$ cat src/rtl/cpu_seq_pkg.sv
// cpu_seq_pkg: state encoding, opcode classes and flag indices for the cpu sequencer
package cpu_seq_pkg;
  typedef enum logic [2:0] {S_IDLE, S_FETCH, S_DECODE, S_EXEC, S_WB, S_HALT} state_t;
  localparam logic [3:0] OP_NOP = 4'h0;
  localparam logic [3:0] OP_BRC = 4'hB;
  localparam logic [3:0] OP_BRN = 4'hC;
  localparam logic [3:0] OP_BRZ = 4'hD;
  localparam logic [3:0] OP_BR = 4'hE;
  localparam logic [3:0] OP_HALT = 4'hF;
  localparam int F_Z = 2;
  localparam int F_N = 1;
  localparam int F_C = 0;
  function automatic logic is_alu(input logic [3:0] c);
    return c != OP_NOP && c < OP_BRC;
  endfunction
endpackage

$ cat src/rtl/seq_branch_eval.sv
// seq_branch_eval: branch-taken decision from opcode class and ZNC flags
module seq_branch_eval
  import cpu_seq_pkg::*;
(
  input  logic [3:0] cls,
  input  logic [2:0] znc,
  output logic       take
);
  assign take = cls == OP_BRC ? znc[F_C] :
                cls == OP_BRN ? znc[F_N] :
                cls == OP_BRZ ? znc[F_Z] : cls == OP_BR;
endmodule

$ cat src/rtl/cpu_sequencer.sv
// cpu_sequencer: multi-cycle fetch/decode/exec/wb control FSM, single-step under CPU_SEQ_STEP_EN
module cpu_sequencer
  import cpu_seq_pkg::*;
#(
  parameter int EXEC_CYCLES = 1,
  parameter int CNT_W = 16
) (
  input  logic             clk,
  input  logic             rst,
  input  logic             run,
  input  logic             step_req,
  input  logic [15:0]      opCode,
  input  logic [2:0]       ZNC_out,
  output logic             fetch_en,
  output logic             BR,
  output logic             A_we,
  output logic             B_we,
  output logic             ZNC_we,
  output logic             halted,
  output logic             step_ack,
  output logic [CNT_W-1:0] instr_count
);
`ifdef CPU_SEQ_STEP_EN
  localparam bit STEP_EN = 1'b1;
`else
  localparam bit STEP_EN = 1'b0;
`endif
  state_t state;
  logic br_pending, stepping, take, go_step, alu, unused_op;
  logic [3:0] cls, wait_cnt;
  assign cls = opCode[15:12];
  assign alu = is_alu(cls);
  assign go_step = STEP_EN && !run && step_req;
  assign unused_op = ^opCode[10:0];
  seq_branch_eval u_branch (.cls(cls), .znc(ZNC_out), .take(take));
  always_ff @(posedge clk) begin
    if (rst) begin
      state <= S_IDLE;
      fetch_en <= 1'b0;
      BR <= 1'b0;
      A_we <= 1'b0;
      B_we <= 1'b0;
      ZNC_we <= 1'b0;
      halted <= 1'b0;
      step_ack <= 1'b0;
      instr_count <= '0;
      br_pending <= 1'b0;
      stepping <= 1'b0;
      wait_cnt <= '0;
    end else begin
      fetch_en <= 1'b0;
      BR <= 1'b0;
      A_we <= 1'b0;
      B_we <= 1'b0;
      ZNC_we <= 1'b0;
      step_ack <= 1'b0;
      case (state)
        S_IDLE: if (run || go_step) begin
          state <= S_FETCH;
          fetch_en <= 1'b1;
          BR <= br_pending;
          br_pending <= 1'b0;
          stepping <= go_step;
        end
        S_FETCH: state <= S_DECODE;
        S_DECODE: if (cls == OP_HALT) begin
          state <= S_HALT;
          halted <= 1'b1;
          instr_count <= instr_count + CNT_W'(1);
        end else begin
          state <= S_EXEC;
          wait_cnt <= 4'(EXEC_CYCLES - 1);
        end
        S_EXEC: if (wait_cnt == 4'd0) begin
          state <= S_WB;
          A_we <= alu && !opCode[11];
          B_we <= alu && opCode[11];
          ZNC_we <= alu;
          step_ack <= stepping;
        end else begin
          wait_cnt <= wait_cnt - 4'd1;
        end
        S_WB: begin
          instr_count <= instr_count + CNT_W'(1);
          stepping <= 1'b0;
          if (run && !stepping) begin
            state <= S_FETCH;
            fetch_en <= 1'b1;
            BR <= take;
            br_pending <= 1'b0;
          end else begin
            state <= S_IDLE;
            br_pending <= take;
          end
        end
        S_HALT: state <= S_HALT;
        default: state <= S_IDLE;
      endcase
    end
  end
endmodule

$ cat config.mk
export PLATFORM = sky130hd
export DESIGN_NAME = cpu_sequencer
export DESIGN_NICKNAME = d
export VERILOG_FILES = /design/src/rtl/cpu_seq_pkg.sv /design/src/rtl/seq_branch_eval.sv /design/src/rtl/cpu_sequencer.sv
export SDC_FILE = /design/constraint.sdc
export NUM_CORES = 1
export LEC_CHECK = 0
export BUFFER_PORTS_ARGS = -buffer_cell sky130_fd_sc_hd__buf_2
export CAP_MARGIN = 30
export CORE_ASPECT_RATIO = 1.2
export CORE_MARGIN = 5
export CORE_UTILIZATION = 35
export DETAILED_ROUTE_END_ITERATION = 16
export GPL_ROUTABILITY_DRIVEN = 0
export PLACE_DENSITY = 0.57
export SYNTH_ARGS = -nofsm -noshare
export SYNTH_HDL_FRONTEND = slang
export SYNTH_SLANG_ARGS = --single-unit
$ cat constraint.sdc
create_clock -name clk -period 1.7 [get_ports clk]
set_input_delay 0.51 -clock clk [delete_from_list [all_inputs] [get_ports clk]]
set_output_delay 0.51 -clock clk [all_outputs]
set_load 0.01 [all_outputs]
==> results.sh <==
export IMPL_seq_area_frac_synth_pct=39.1
export IMPL_detail_route_drc_violations=0
export IMPL_timing_critical_path_slowest_stage_cell="sky130_fd_sc_hd__or3_1"
export IMPL_wl_per_cell_um=11.9
export IMPL_postCtsSetupBuffers=0
export IMPL_clkTransAtPathRegs_ps=60
export IMPL_floorplan_rows=26
export IMPL_synth_top_area_cell="sky130_fd_sc_hd__dfxtp_1"
export IMPL_leakagePower_nw=0.880
export IMPL_switching_share_pct=25.7
export IMPL_number_of_antenna_violations_at_the_first_check_in_global_routing=0
export IMPL_clock_sinks=30
export IMPL_power_per_cell_area_nw_per_um2=740
export IMPL_critical_path_max_stage_delay_ps=420
export IMPL_synth_ff_type="sky130_fd_sc_hd__dfxtp_1"
export IMPL_max_cap_violations=0
export IMPL_grt_util_met1_pct=13.8
export IMPL_chipHeight_um=82.6
export IMPL_floorplan_initialDensity_pct=36.1
export IMPL_reg2reg_depth=4
export IMPL_max_slew_violation_total_from_the_final_report=0
export IMPL_drive_gt1_share_pct=34.7
export IMPL_mapped_area_sq_um=1540
export IMPL_worst_r2r_endpoint="instr_count[15]$_SDFFE_PP0P_"
export IMPL_tritoncts="done"
export IMPL_postSynthRegisterBits=30
export IMPL_synthesis_area_per_instance_sq_um=8.84
export IMPL_seq_area_sq_um=601
export IMPL_clock_tree_buffer_depth=2
export IMPL_max_clock_freq_mhz=622
export IMPL_ir_drop_uv=549
export IMPL_period_minus_slack_ps=1610
export IMPL_hold_path_cell_count=2
export IMPL_die_w_um=70.5
export IMPL_total_global_route_track_usage_pct=13.1
export IMPL_post_synth_xor_area_fraction_pct=0
export IMPL_synth_fa_ha_area_share_pct=2.44
export IMPL_proportion_of_power_drawn_by_the_clock_network_pct=34.1
export IMPL_routed_wl_um=3470
export IMPL_power_report_internal_total_mw=1.14
export IMPL_post_synth_num_cell_types=49
export IMPL_global_route_usage_met2_pct=24.3
export IMPL_worst_clock_skew_ps=2.12
export IMPL_holdCritPathClass="input port to flip-flop"
export IMPL_placement_cell_area_sq_um=1970
export IMPL_io_buffers=32
export IMPL_cts_buffers=5
export IMPL_timing_critical_path_max_delay_family="simple AND/OR/NAND/NOR gates"
export IMPL_worst_hold_startpoint="opCode[11]"
export IMPL_yosysWarnings=0
export IMPL_dieArea_sq_um=5820
export IMPL_run_status="complete, no violations"
export IMPL_post_synth_top_area_fraction_pct=39.1
export IMPL_nNetsFinal=262
export IMPL_reg2reg_from="instr_count[4]$_SDFFE_PP0P_"
export IMPL_path_class="flip-flop to flip-flop"
export IMPL_gr_total_overflow=0
export IMPL_cp_arrival_ps=1770
export IMPL_cp_end_kind="flip-flop"
export IMPL_grt_util_met3_pct=4.24
export IMPL_core_sq_um=4260
export IMPL_muxShareOfSynthArea_pct=3.42
export IMPL_clk_latency_ps=280
export IMPL_synth_most_common_cell="sky130_fd_sc_hd__dfxtp_1"
export IMPL_r2r_setup_slack_ps=90
export IMPL_cts_hold_buffers=0
export IMPL_io_pins=46
export IMPL_post_synth_most_frequent_cells="30 x sky130_fd_sc_hd__dfxtp_1, 21 x sky130_fd_sc_hd__a21oi_1, 10 x sky130_fd_sc_hd__nand2_1, 10 x sky130_fd_sc_hd__nor2_1, 9 x sky130_fd_sc_hd__or3_1"
export IMPL_ctsHtreeMaxLevel=2
export IMPL_crit_path_start_kind="flip-flop"
export IMPL_postSynth_asyncResetShare_pct=0
export IMPL_crit_path_cell_trace="nand4b_4 > or3_1 > nor3_1 > mux2_2"
export IMPL_hpwl_um=2640
export IMPL_multi_input_area_sq_um=907
export IMPL_avgViaCountPerCell=5.12
export IMPL_total_non_filler_cell_area_in_the_finished_layout_sq_um=2080
export IMPL_drtIter0Drc=50
export IMPL_area_growth_pct=35.3
export IMPL_drtPass1Iterations=4
export IMPL_timing_final_crit_share_pct=94.5
export IMPL_number_of_flops_mapped_to_enable_cells_by_yosys=0
export IMPL_total_nets_after_synthesis=200
export IMPL_grt_busiest_layer="met2"
export IMPL_switching_power_uw=396
export IMPL_critPathBufInv=0
export IMPL_report_final_setup_viol=0
export IMPL_grt_max_degree=30
export IMPL_share_seq_of_total_power_pct=48.3
export IMPL_fillerInstances=442
export IMPL_grt_pass1_wl_um=6060
export IMPL_vias=1496
export IMPL_detail_route_antenna_nets=0
export IMPL_syn_instance_count=174
export IMPL_finalCoreUtilization_pct=48.8
export IMPL_first_global_vias=1432
export IMPL_worstHoldEndpoint="A_we$_SDFF_PP0_"
export IMPL_combinational_group_share_of_total_power_pct=17.6
export IMPL_synth_top_family_by_area="simple AND/OR/NAND/NOR gates"
export IMPL_cts_root_buf="sky130_fd_sc_hd__clkbuf_8"
export IMPL_netlist_top_cells_area="sky130_fd_sc_hd__dfxtp_1 39%, sky130_fd_sc_hd__a21oi_1 6.8%, sky130_fd_sc_hd__or3_1 3.7%"
export IMPL_antenna_cells_inserted=0
export IMPL_synth_simple_gate_area_share_pct=29.0
export IMPL_timing_critical_path_fanout_max=5
export IMPL_final_hold_viol_count=0
export IMPL_totalNegativeSetupSlack_ps=0
export IMPL_synth_compound_area_share_pct=21.1
export IMPL_required_worst_endpoint_ps=1870
[area by class of cell]
class                   instances  area share, %
multi-input cells             129           43.6
well taps                      56           3.37
inverters                       5          0.902
clock buffers                   7           3.67
repair buffers                 65           19.6
flip-flops and latches         30           28.9
[flip-flops by register name, indices dropped and copies added, names as in the netlist]
register,cells
A_we,1
BR,1
B_we,1
ZNC_we,1
br_pending,1
fetch_en,1
halted,1
instr_count,16
state,3
wait_cnt,4
[how the worst max path moves through the flow]
| stage | startpoint | endpoint | slack, ps | depth (start not counted) |
|---|---|---|---|---|
| floorplan | opCode[14] | instr_count[15]$_SDFFE_PP0P_ | 10 | 5 |
| global placement | opCode[14] | instr_count[11]$_SDFFE_PP0P_ | -200 | 6 |
| detailed placement | opCode[14] | instr_count[15]$_SDFFE_PP0P_ | -180 | 5 |
| CTS | instr_count[4]$_SDFFE_PP0P_ | instr_count[15]$_SDFFE_PP0P_ | 70 | 4 |
| global route | instr_count[1]$_SDFFE_PP0P_ | instr_count[6]$_SDFFE_PP0P_ | -2 | 6 |
| finish | instr_count[4]$_SDFFE_PP0P_ | instr_count[15]$_SDFFE_PP0P_ | 90 | 4 |
[metrics by stage]
stage	std cells	total power [mW]	hold slack [ps]	setup WS (ps)
2_1_floorplan	174	0.910	443	9.59
3_3_place_gp	285	1.02	455	-196
3_5_place_dp	285	1.02	452	-182
4_1_cts	292	1.56	380	65.8
5_1_grt	292	1.64	384	-1.64
6_report	292	1.54	390	92.9
[logic make-up (layout without fill, tap and decap cells)]
kind of cell / after synthesis / count (layout)
flip-flops: 30 / 30
multiplexers: 5 / 5
AO/OA/AOI/OAI: 48 / 48
adder cells (fa/ha/maj): 3 / 3
other: 1 / 1
AND/OR/NAND/NOR: 72 / 72
buffers and inverters: 15 / 77
[routing by layer]
| metal | wire [um] | part of all wire [%] |
|---|---|---|
| met1 | 1560 | 45 |
| met4 | 51 | 1.5 |
| met3 | 165 | 4.8 |
| met5 | 0 | 0 |
| met2 | 1690 | 49 |
[layout by cell type, fill, tap and decap left out, drive strengths merged, types with 5 or more instances in the layout]
master | synthesis | layout
dfxtp | 30 | 30
inv | 5 | 5
or3 | 9 | 9
nor2 | 10 | 10
nand2b | 6 | 6
o31ai | 5 | 5
buf | 6 | 65
o21ai | 8 | 8
clkbuf | 4 | 7
a21oi | 21 | 21
nand2 | 10 | 10
[power by group through the flow]
stage / logic (mW) / registers [mW] / clock network, mW
finish: 0.271 / 0.743 / 0.525
global route: 0.302 / 0.746 / 0.589
CTS: 0.267 / 0.743 / 0.550
detailed placement: 0.264 / 0.757 / 0
global placement: 0.262 / 0.756 / 0
floorplan: 0.147 / 0.762 / 0
[repair_timing]
| action | 4_1_cts | 5_1_grt |
|---|---|---|
| pin swaps | 0 | 0 |
| setup endpoints to repair | 2 | 5 |
| resized for setup | 1 | 5 |
Note: power is estimated with default switching activity, not from simulation.
